File: src/rtl/spi_reg_bank.sv
// spi_reg_bank: SPI mode-0 slave exposing a NUM_REGS x DATA_W control-register
// file. Everything runs on clk; the SPI pins are oversampled through 2-flop
// synchronisers, with a third SCLK flop for edge detection.
module spi_reg_bank #(
    parameter int                         NUM_REGS  = 4,
    parameter int                         DATA_W    = 8,
    parameter logic [NUM_REGS*DATA_W-1:0] RESET_VAL = '0
) (
    input  logic                         clk,
    input  logic                         rst_n,
    input  logic                         SCLK,
    input  logic                         SSEL,
    input  logic                         MOSI,
    output logic                         MISO,
    output logic [NUM_REGS*DATA_W-1:0]   regs,
    output logic                         wr_strobe,
    output logic [$clog2(NUM_REGS)-1:0]  wr_addr,
    output logic                         busy
);
    localparam int ADDR_W = $clog2(NUM_REGS);
    localparam int RX_W   = DATA_W - 1;
    localparam logic [3:0]        CMD_LAST  = 4'd7;
    localparam logic [3:0]        WORD_LAST = 4'(DATA_W - 1);
    localparam logic [ADDR_W-1:0] ADDR_ONE  = ADDR_W'(1'b1);

    typedef enum logic [1:0] {
        ST_IDLE = 2'd0,
        ST_CMD  = 2'd1,
        ST_DATA = 2'd2
    } state_t;

    state_t                       state_r, state_next_s;
    logic                         sclk_s1_r, sclk_s2_r, sclk_s3_r;
    logic                         ssel_s1_r, ssel_s2_r;
    logic                         mosi_s1_r, mosi_s2_r;
    logic [1:0]                   settle_r;
    logic                         armed_r;
    logic [3:0]                   bit_cnt_r;
    logic [RX_W-1:0]              rx_shift_r;
    logic [DATA_W-1:0]            tx_shift_r;
    logic [ADDR_W-1:0]            addr_r;
    logic                         write_mode_r;
    logic                         miso_r;
    logic [NUM_REGS*DATA_W-1:0]   regs_r;
    logic                         wr_strobe_r;
    logic [ADDR_W-1:0]            wr_addr_r;

    logic                         rise_s, fall_s;
    logic [ADDR_W-1:0]            cmd_addr_s, next_addr_s;
    logic [DATA_W-1:0]            word_s;

    assign rise_s      = sclk_s2_r & ~sclk_s3_r;
    assign fall_s      = ~sclk_s2_r & sclk_s3_r;
    // Command address: upper command bits beyond ADDR_W are deliberately dropped.
    assign cmd_addr_s  = ADDR_W'({rx_shift_r[6:0], mosi_s2_r});
    assign next_addr_s = addr_r + ADDR_ONE;
    assign word_s      = {rx_shift_r, mosi_s2_r};

    assign MISO      = miso_r;
    assign regs      = regs_r;
    assign wr_strobe = wr_strobe_r;
    assign wr_addr   = wr_addr_r;
    assign busy      = ssel_s2_r;

    // Pin synchronisers; MOSI shares SCLK's depth so each bit lines up with its edge.
    always_ff @(posedge clk or negedge rst_n) begin
        if (!rst_n) begin
            sclk_s1_r <= 1'b0;
            sclk_s2_r <= 1'b0;
            sclk_s3_r <= 1'b0;
            ssel_s1_r <= 1'b0;
            ssel_s2_r <= 1'b0;
            mosi_s1_r <= 1'b0;
            mosi_s2_r <= 1'b0;
        end else begin
            sclk_s1_r <= SCLK;
            sclk_s2_r <= sclk_s1_r;
            sclk_s3_r <= sclk_s2_r;
            ssel_s1_r <= SSEL;
            ssel_s2_r <= ssel_s1_r;
            mosi_s1_r <= MOSI;
            mosi_s2_r <= mosi_s1_r;
        end
    end

    // Arm frame detection only after SSEL has been seen low once the synchronisers hold real pin values,
    // so a frame already in progress when reset releases is ignored.
    always_ff @(posedge clk or negedge rst_n) begin
        if (!rst_n) begin
            settle_r <= 2'b00;
            armed_r  <= 1'b0;
        end else begin
            settle_r <= {settle_r[0], 1'b1};
            if (settle_r[1] && !ssel_s2_r) begin
                armed_r <= 1'b1;
            end
        end
    end

    // FSM state register.
    always_ff @(posedge clk or negedge rst_n) begin
        if (!rst_n) begin
            state_r <= ST_IDLE;
        end else begin
            state_r <= state_next_s;
        end
    end

    // FSM next state: SSEL low always returns to IDLE, taking priority over bit events.
    always_comb begin
        state_next_s = state_r;
        case (state_r)
            ST_IDLE: begin
                if (ssel_s2_r && armed_r) begin
                    state_next_s = ST_CMD;
                end else begin
                    state_next_s = ST_IDLE;
                end
            end
            ST_CMD: begin
                if (!ssel_s2_r) begin
                    state_next_s = ST_IDLE;
                end else if (rise_s && (bit_cnt_r == CMD_LAST)) begin
                    state_next_s = ST_DATA;
                end else begin
                    state_next_s = ST_CMD;
                end
            end
            ST_DATA: begin
                if (!ssel_s2_r) begin
                    state_next_s = ST_IDLE;
                end else begin
                    state_next_s = ST_DATA;
                end
            end
            default: begin
                state_next_s = ST_IDLE;
            end
        endcase
    end

    // Frame datapath: command decode, word capture/write, and read shift-out.
    always_ff @(posedge clk or negedge rst_n) begin
        if (!rst_n) begin
            bit_cnt_r    <= 4'd0;
            rx_shift_r   <= '0;
            tx_shift_r   <= '0;
            addr_r       <= '0;
            write_mode_r <= 1'b0;
            miso_r       <= 1'b0;
            regs_r       <= RESET_VAL;
            wr_strobe_r  <= 1'b0;
            wr_addr_r    <= '0;
        end else begin
            wr_strobe_r <= 1'b0;
            if (!ssel_s2_r || (state_r == ST_IDLE)) begin
                // Outside a frame (or aborting one): drop any partial word.
                bit_cnt_r    <= 4'd0;
                rx_shift_r   <= '0;
                tx_shift_r   <= '0;
                addr_r       <= '0;
                write_mode_r <= 1'b0;
                miso_r       <= 1'b0;
            end else if (state_r == ST_CMD) begin
                if (rise_s) begin
                    if (bit_cnt_r == CMD_LAST) begin
                        bit_cnt_r    <= 4'd0;
                        rx_shift_r   <= '0;
                        addr_r       <= cmd_addr_s;
                        write_mode_r <= rx_shift_r[6];
                        tx_shift_r   <= regs_r[cmd_addr_s*DATA_W +: DATA_W];
                    end else begin
                        bit_cnt_r  <= bit_cnt_r + 4'd1;
                        rx_shift_r <= {rx_shift_r[RX_W-2:0], mosi_s2_r};
                    end
                end
            end else begin
                if (rise_s) begin
                    if (bit_cnt_r == WORD_LAST) begin
                        bit_cnt_r  <= 4'd0;
                        rx_shift_r <= '0;
                        addr_r     <= next_addr_s;
                        if (write_mode_r) begin
                            regs_r[addr_r*DATA_W +: DATA_W] <= word_s;
                            wr_strobe_r <= 1'b1;
                            wr_addr_r   <= addr_r;
                        end else begin
                            // Preload the next word so a burst read continues without a gap.
                            tx_shift_r <= regs_r[next_addr_s*DATA_W +: DATA_W];
                        end
                    end else begin
                        bit_cnt_r  <= bit_cnt_r + 4'd1;
                        rx_shift_r <= {rx_shift_r[RX_W-2:0], mosi_s2_r};
                    end
                end else if (fall_s && !write_mode_r) begin
                    miso_r     <= tx_shift_r[DATA_W-1];
                    tx_shift_r <= {tx_shift_r[DATA_W-2:0], 1'b0};
                end
            end
        end
    end

endmodule
File: config.mk
export PLATFORM = sky130hd
export DESIGN_NAME = spi_reg_bank
export DESIGN_NICKNAME = d
export VERILOG_FILES = /design/src/rtl/spi_reg_bank.sv
export SDC_FILE = /design/constraint.sdc
export NUM_CORES = 1
export LEC_CHECK = 0
export BUFFER_PORTS_ARGS = -buffer_cell sky130_fd_sc_hd__buf_2
export CORE_UTILIZATION = 37
export DETAILED_ROUTE_END_ITERATION = 6
export PLACE_DENSITY = 0.66
export SYNTH_ARGS = -nofsm -noshare
export SYNTH_HDL_FRONTEND = slang
export SYNTH_SLANG_ARGS = --single-unit
File: constraint.sdc
create_clock -name clk -period 2.1 [get_ports clk]
set_input_delay 0.21 -clock clk [delete_from_list [all_inputs] [get_ports clk]]
set_output_delay 0.21 -clock clk [all_outputs]
set_load 0.03 [all_outputs]
# Word-level counts from Yosys, hierarchy flattened
# Cells that the tools add are included.
# word_totals
ff_bits	70
inputBits	5
# op_classes
shift	4
mux	39
bitwise	6
n_addsub	3
n_eq_ne	9
reduce_logical	18
# op_table
op	n
$mux 8	8
$shiftx 32x6->8	2
$neg 5->34	1
$shift 8x34->32 const A	1
$shiftx 8x34->32	1
$bwmux 32	1
$mux 7	3
$mux 2	9
$mux 1	14
$mux 4	3
$reduce_and 5->1	2
$reduce_bool 2->1	4
$ne 3x3->1 const B	2
$pmux 2 s3	1
$reduce_and 3->1	2
$add 4x1->4 const B	1
$eq 4x3->1 const B	1
$logic_and 1x1->1	4
$ne 4x2->1 const B	1
$not 1->1	4
$ne 3x1->1 const B	1
$reduce_bool 3->1	1
$add 2x1->2 const B	1
$and 1x1->1	2
8 further kinds	9

# Depth between registers and ports, before layout
# Gate-level depths: netlist of the first run.
# logic_depth
word_depth	7
ltp_mapped	7
depth_no_buf	6

# Worst setup path after synthesis of the first run
# OpenSTA, ideal clock, no wires.
# synth_path
path_kind	register to register
from	register addr_r[0]
to	register tx_shift_r[6]
arrival_time_ps	1772
slack_ps	194
setup_time_ps	134
stages_incl_launch_ff	7
t_required_ps	1966
synth_period_minus_slack_ps	1906
cell_sequence	dfrtp_1 -> inv_1 -> ha_1 -> buf_4 -> mux4_2 -> nand2_1 -> a31oi_2
# synth_between
elab_chain_len	7
# synth_rtl
element	line	text
start, declared	41	logic [ADDR_W-1:0] addr_r;
start signal, assigned	169	addr_r <= cmd_addr_s;
start signal, assigned	182	addr_r <= next_addr_s;
$add 2x1->2	56	assign next_addr_s = addr_r + ADDR_ONE;
$shiftx 32x6->8	189	tx_shift_r <= regs_r[next_addr_s*DATA_W +: DATA_W];
$mux 8	183	if (write_mode_r) begin
$mux 8	179	if (bit_cnt_r == WORD_LAST) begin
$mux 8	178	if (rise_s) begin
$mux 8	164	end else if (state_r == ST_CMD) begin
$mux 8	156	if (!ssel_s2_r || (state_r == ST_IDLE)) begin
end signal, assigned	171	tx_shift_r <= regs_r[cmd_addr_s*DATA_W +: DATA_W];
end signal, assigned	189	
end signal, assigned	197	tx_shift_r <= {tx_shift_r[DATA_W-2:0], 1'b0};
end, declared	40	logic [DATA_W-1:0] tx_shift_r;
# No other way between the ends. The select of a mux whose other input is x is not followed.
# A chain may end at the register's enable or synchronous reset.

# Final worst setup path of the first run
# layout_path
from	register bit_cnt_r[0]
to	register tx_shift_r[3]
# layout_between
elab_chain_len	3
elab_cells_between_ends	4
# layout_rtl
element	line	text
start, declared	38	logic [3:0] bit_cnt_r;
start signal, assigned	173	bit_cnt_r <= bit_cnt_r + 4'd1;
start signal, assigned	192	bit_cnt_r <= bit_cnt_r + 4'd1;
$eq 4x3->1 (*)	166, 179	
$ne 3x3->1 (no line) / $ne 3x1->1 (equally long branches)	n/a	
$reduce_and 5->1 (no line) (*)	n/a	
# Every way passes the cells marked *; elsewhere a longest branch is shown, timed or not.

==> flow_summary.yaml, run 1 <==
yosys:
  synth.area.top_cells: "dfrtp_1 50%, nand2_1 8.5%, mux4_2 5.7%"
  synth_area_um2: 3533
  synth_commonest_cells: "80 x nand2_1, 70 x dfrtp_1, 27 x o21ai_1"
  ys_seq_area_frac: 0.4958
  synth_top_area_frac: 0.4958
  ys_warn_count: 0
  synth_nets: 332
  synth_cell_types: 50
  syn_inst: 321
  async_flop_share: 1.000
  yosysMostFrequentCell: "nand2_1"
  ys_seq_elements: 70
  synth_flop_cell: "dfrtp_1"
  syn_area_per_cell_um2: 11.01
  synth-edff-count: 0
  synth_area_leader_cell: "dfrtp_1"
placement:
  gp_routability_congestion: 0.8905
  hpwl_um: 5883
  portBuffers: 41
worst_setup_path:
  path_delay_family: "simple AND/OR/NAND/NOR gates"
  critPathSlowestCell: "and3b_1"
  critPathCaptureType: "register"
  slowest_delay_ns: 0.58
  required_ns: 2.37
  path_buf_inv: 0
  r2r_cells: 5
  cp-start-kind: "register"
  path_depth: 5
  critical_path_arrival_ns: 2.24
  crit_fanout: 16
  path_cells: "ha_1 -> and3b_1 -> a311o_4 -> nor2_1 -> a31oi_1"
  critical_path_class: "register to register"
global_route:
  use_met2: 0.2923
  grt_pass1_wl_um: 14090
  grt-ovfl-total: 0
  met1_usage: 0.2524
  first_global_vias: 2680
  top_usage_layer: "met2"
  grt_use_met3: 0.04006
  grt_max_degree: 50
  grt_use_total: 0.1858
  antenna_found_initial: 0
layout:
  diodes: 0
  final_layout_size_suffix_gt1_frac: 0.3026
  multi_input_area_um2: 1635
  syn_to_final_growth_pct: 19.23
  utilization: 0.4559
  regArea_um2: 1752
  nFillCells: 861
  nNetsFinal: 386
clocking:
  cts_root_buf: "clkbuf_8"
  ctsHtreeMaxLevel: 3
  cts.sinks: 70
  insertion_delay_ns: 0.36
  path_clk_slew_ns: 0.07
  clockBufferDepth: 2
  post_cts_buffers: 0
  cts_made_buffers: 9
  cts_tree: "yes"
job:
  cap_violations: 0
power_and_ir_drop:
  p_leak_nw: 1.860
  ir_drop_mv: 0.3375
  powerDensity_nw_per_um2: 678.1
route:
  drt_iter0_markers: 116
  antenna_left: 0
  drtPass1Iterations: 4
  vias: 2634
  vias_per_cell: 5.175
  wl_per_cell_um: 16.43
  drc_errors: 0
  drt-total-wl_um: 8364
sta:
  rsz0062_at_grt: "false"
  tightest_slew_ns: 0.6323
  maxSlewHeadroom: 0.5784
  period_minus_slack_ns: 1.970
  finalCritPeriodShare: 0.9382
  setup_violations: 0
  fin_skew_ns: 0.01489
  fin_setup_tns_ns: 0
  hold_slack_ns: 0.3492
  hold_viol: 0
  timing.fmax_mhz: 507.6
  maxSlewViolCount: 0
floorplanning:
  io_pins: 42
  die_area_um2: 9944
  coreArea_um2: 9240
  start_util: 0.3824
  die_x_um: 99.72
  rows: 35
  fp.dieH_um: 99.72
worst_hold_path:
  hold_class: "register to register"
  holdPathStages: 0
run_status:
  outcome: "finished clean"
cell type report:
class / count / share of cell area
clock inverter: 6 / 0.02762
tap: 129 / 0.03831
timing repair buffer: 60 / 0.09385
clock buffer: 10 / 0.03267
sequential: 70 / 0.4158
inverter: 4 / 0.003564
multi-input combinational: 230 / 0.3882
state kept, by name (all words and copies together), names as in the netlist, 2 cells and up:
signal      count
regs           32
tx_shift_r      8
rx_shift_r      7
bit_cnt_r       4
addr_r          2
settle_r        2
state_r         2
wr_addr         2
worst reg2reg max path: stages (launching register included):
cell and delay, ns:
dfrtp_1 0.39, ha_1 0.19, and3b_1 0.58, a311o_4 0.48
nor2_1 0.09, a31oi_1 0.17
what timing repair did:
item | 4_1_cts | 5_1_grt
endpoints found under the hold margin | 24 | 0
resized for setup | 0 | 0
hold buffers | 4 | 0
kinds of logic after synthesis:
| logic type | count (synthesis) | synth area share |
|---|---|---|
| AO/OA/AOI/OAI | 69 | 0.1367 |
| XOR/XNOR | 1 | 0.002479 |
| adder cells (fa/ha/maj) | 6 | 0.02125 |
| buffers and inverters | 21 | 0.04143 |
| flip-flops | 70 | 0.4958 |
| multiplexers | 28 | 0.1151 |
| other | 1 | 0.001061 |
| AND/OR/NAND/NOR | 125 | 0.1863 |
stage by stage:
stage | power [mW] | instances | setup slack (ns) | area [µm²]
floorplan | 1.456 | 321 | 0.1944 | 3533
global placement | 1.508 | 489 | 0.2335 | 3919
detailed placement | 1.511 | 489 | 0.1677 | 3919
CTS | 2.891 | 509 | 0.1427 | 4213
global route | 2.961 | 509 | 0.002127 | 4213
finish | 2.857 | 509 | 0.1298 | 4213
path summary, 6_finish.rpt:
kind | to | slack (ns) | start
worst min register to register | mosi_s2_r | 0.35 | mosi_s1_r
worst max register to register | tx_shift_r[3] | 0.13 | bit_cnt_r[0]
max in group asynchronous | regs[8] | 1.10 | rst_n
worst max-delay path | tx_shift_r[3] | 0.13 | bit_cnt_r[0]
min in group asynchronous | MISO | 0.36 | rst_n
worst min-delay path | mosi_s2_r | 0.35 | mosi_s1_r
routing by layer:
metal	vias to the layer above	part of all wire
li1	1250	-
met1	1305	0.46
met2	62	0.48
met3	17	0.040
met4	0	0.020
met5	-	0
layout by cell type (no fill, tap or decap), types with 4 or more instances in the layout:
master,synthesis,final
a22o_1,7,7
nand2_1,80,80
a31oi_1,7,7
o21ai_2,6,6
dfrtp_1,70,70
mux2i_1,8,8
o21ai_1,27,27
dlygate4sd3_1,0,4
a221oi_1,7,7
ha_1,6,6
a21oi_1,4,4
buf_4,1,12
mux4_2,9,9
buf_2,9,41
clkbuf_8,0,10
nor2_1,17,17
mux2_2,9,9
power by group:
| part | internal (mW) | leakage (nW) | switching, mW | total (mW) |
|---|---|---|---|---|
| combinational | 0.0356 | 0.789 | 0.0674 | 0.103 |
| clock | 0.832 | 0.127 | 0.538 | 1.37 |
| sequential | 1.37 | 0.944 | 0.0188 | 1.38 |
| total | 2.23 | 1.86 | 0.624 | 2.86 |
Note: power is estimated with default switching activity, not from simulation.
==> run 2, diff against run 1 <==
==> constraint.sdc (replaced) <==
create_clock -name clk -period 2.45 [get_ports clk]
set_input_delay 0.245 -clock clk [delete_from_list [all_inputs] [get_ports clk]]
set_output_delay 0.245 -clock clk [all_outputs]
set_load 0.03 [all_outputs]
==> run 2 against run 1 <==
Combinational power down 19%. Cell area down 2.7%. Global-route usage down 0.68 points. Power down 22%. Final cell count down 0.79%. Largest power group unchanged. Clock-buffer cell count unchanged.
==> flow_summary.yaml, run 2 (synthesized netlist as in run 1, its figures left out) <==
sta:
  fin_skew_ns: 0.008248
  maxSlewHeadroom: 0.5483
  tightest_slew_ns: 0.6775
  rsz0062_at_grt: "false"
  setup_ws_ns: 0.4508
  hold_viol: 0
  finalCritPeriodShare: 0.8160
  maxSlewViolCount: 0
  period_minus_slack_ns: 1.999
  fin_setup_tns_ns: 0
  timing.fmax_mhz: 500.2
  setup_violations: 0
worst_setup_path:
  worstSetupStartpoint: "bit_cnt_r[0]"
  regToRegEndpoint: "regs[6]"
  cp-start-kind: "register"
  critPathCaptureType: "register"
  critical_path_class: "register to register"
  required_ns: 2.68
  crit_fanout: 16
  rrSetupSlack_ns: 0.45
  r2r_cells: 5
  endpoint: "regs[6]"
  critical_path_arrival_ns: 2.23
  worstReg2RegStart: "bit_cnt_r[0]"
route:
  drt-total-wl_um: 8137
  vias_per_cell: 5.135
  wl_per_cell_um: 16.11
  vias: 2593
  drc_errors: 0
  drtPass1Iterations: 4
  drt_iter0_markers: 182
  antenna_left: 0
power_and_ir_drop:
  p_sw_frac: 0.2401
  p_leak_nw: 1.797
  power_frac_comb: 0.037
  powerDensity_nw_per_um2: 546.3
  ir_drop_mv: 0.2192
  seqPwrFrac: 0.530
  p_int_mw: 1.702
  p_clk_frac: 0.432
  p_switching_uw: 537.8
placement:
  hpwl_um: 5853
  portBuffers: 41
  place_ws_ns: 0.4568
  dpl_cell_area_um2: 3851
  gp_routability_congestion: 0.8586
clocking:
  holdBufCountCts: 4
  ctsHtreeMaxLevel: 3
  path_clk_slew_ns: 0.07
  cts.sinks: 70
  post_cts_buffers: 0
  cts_root_buf: "clkbuf_8"
  insertion_delay_ns: 0.35
  cts_made_buffers: 9
  cts_tree: "yes"
  cts_resized: 0
  clockBufferDepth: 2
layout:
  largest_reg_flops: 32
  nNetsFinal: 382
  final_layout_size_suffix_gt1_frac: 0.2952
  layout_commonest_cell: "nand2_1"
  layout_common_cells: "80 x nand2_1, 70 x dfrtp_1, 41 x buf_2, 27 x o21ai_1, 17 x nor2_1"
  postLayoutCellArea_um2: 4099
  nFillCells: 851
  diodes: 0
  multi_input_area_um2: 1635
  syn_to_final_growth_pct: 16.01
  regArea_um2: 1752
global_route:
  first_global_vias: 2526
  antenna_found_initial: 0
  grt-ovfl-total: 0
  grt_max_degree: 30
  grt_pass1_wl_um: 13270
  grt_use_total: 0.1790
floorplanning:
  rows: 35
  start_util: 0.3824
  fp.dieH_um: 99.72
  io_pins: 42
  coreArea_um2: 9240
  die_area_um2: 9944
  die_x_um: 99.72
worst_hold_path:
  holdPathStages: 0
  hold_class: "register to register"
run_status:
  outcome: "finished clean"
job:
  cap_violations: 0
-- run 2: through the flow --
stage	hold slack (ns)	total power [mW]	cells	util
after floorplan	-0.05059	1.248	321	-
after global placement	0.3209	1.290	485	0.4168
after detailed placement	0.3284	1.292	485	0.4168
after CTS	0.3540	2.261	505	0.4436
after global routing	0.3585	2.313	505	0.4436
final	0.3509	2.239	505	0.4436
-- run 2: layout make-up --
class                   count  share of cell area
flip-flops and latches     70              0.4274
multi-input cells         230              0.3990
repair buffers             56             0.07998
well taps                 129             0.03938
clock buffers              10             0.03358
clock inverters             6             0.01709
inverters                   4            0.003663
-- run 2: critical path, cell delays in order, from the launching register on --
cell	delay (ns)
dfrtp_1	0.38
ha_1	0.20
and3b_1	0.58
nand4_2	0.45
nand2_1	0.19
o21ai_1	0.08
-- run 2: worst min path at each step --
stage | startpoint | to | slack, ns
global route | settle_r[0] | settle_r[1] | 0.36
CTS | settle_r[0] | settle_r[1] | 0.35
floorplan | rst_n | MISO | -0.05
detailed placement | rst_n | MISO | 0.33
global placement | rst_n | state_r[0] | 0.32
finish | sclk_s1_r | sclk_s2_r | 0.35
-- run 2: per-layer routing --
metal | vias to the layer above | global-route usage | share of wire
li1 | 1247 | - | -
met1 | 1265 | 0.2505 | 0.46
met2 | 69 | 0.2668 | 0.48
met3 | 12 | 0.03303 | 0.047
met4 | 0 | 0.08937 | 0.020
met5 | - | 0 | 0
-- run 2: power by group through the flow --
stage / Clock [mW] / Combinational [mW] / Sequential, mW
after floorplan: 0 / 0.0441 / 1.20
after global placement: 0 / 0.0804 / 1.21
after detailed placement: 0 / 0.0815 / 1.21
after CTS: 0.986 / 0.0866 / 1.19
after global routing: 1.03 / 0.0942 / 1.19
final: 0.968 / 0.0839 / 1.19
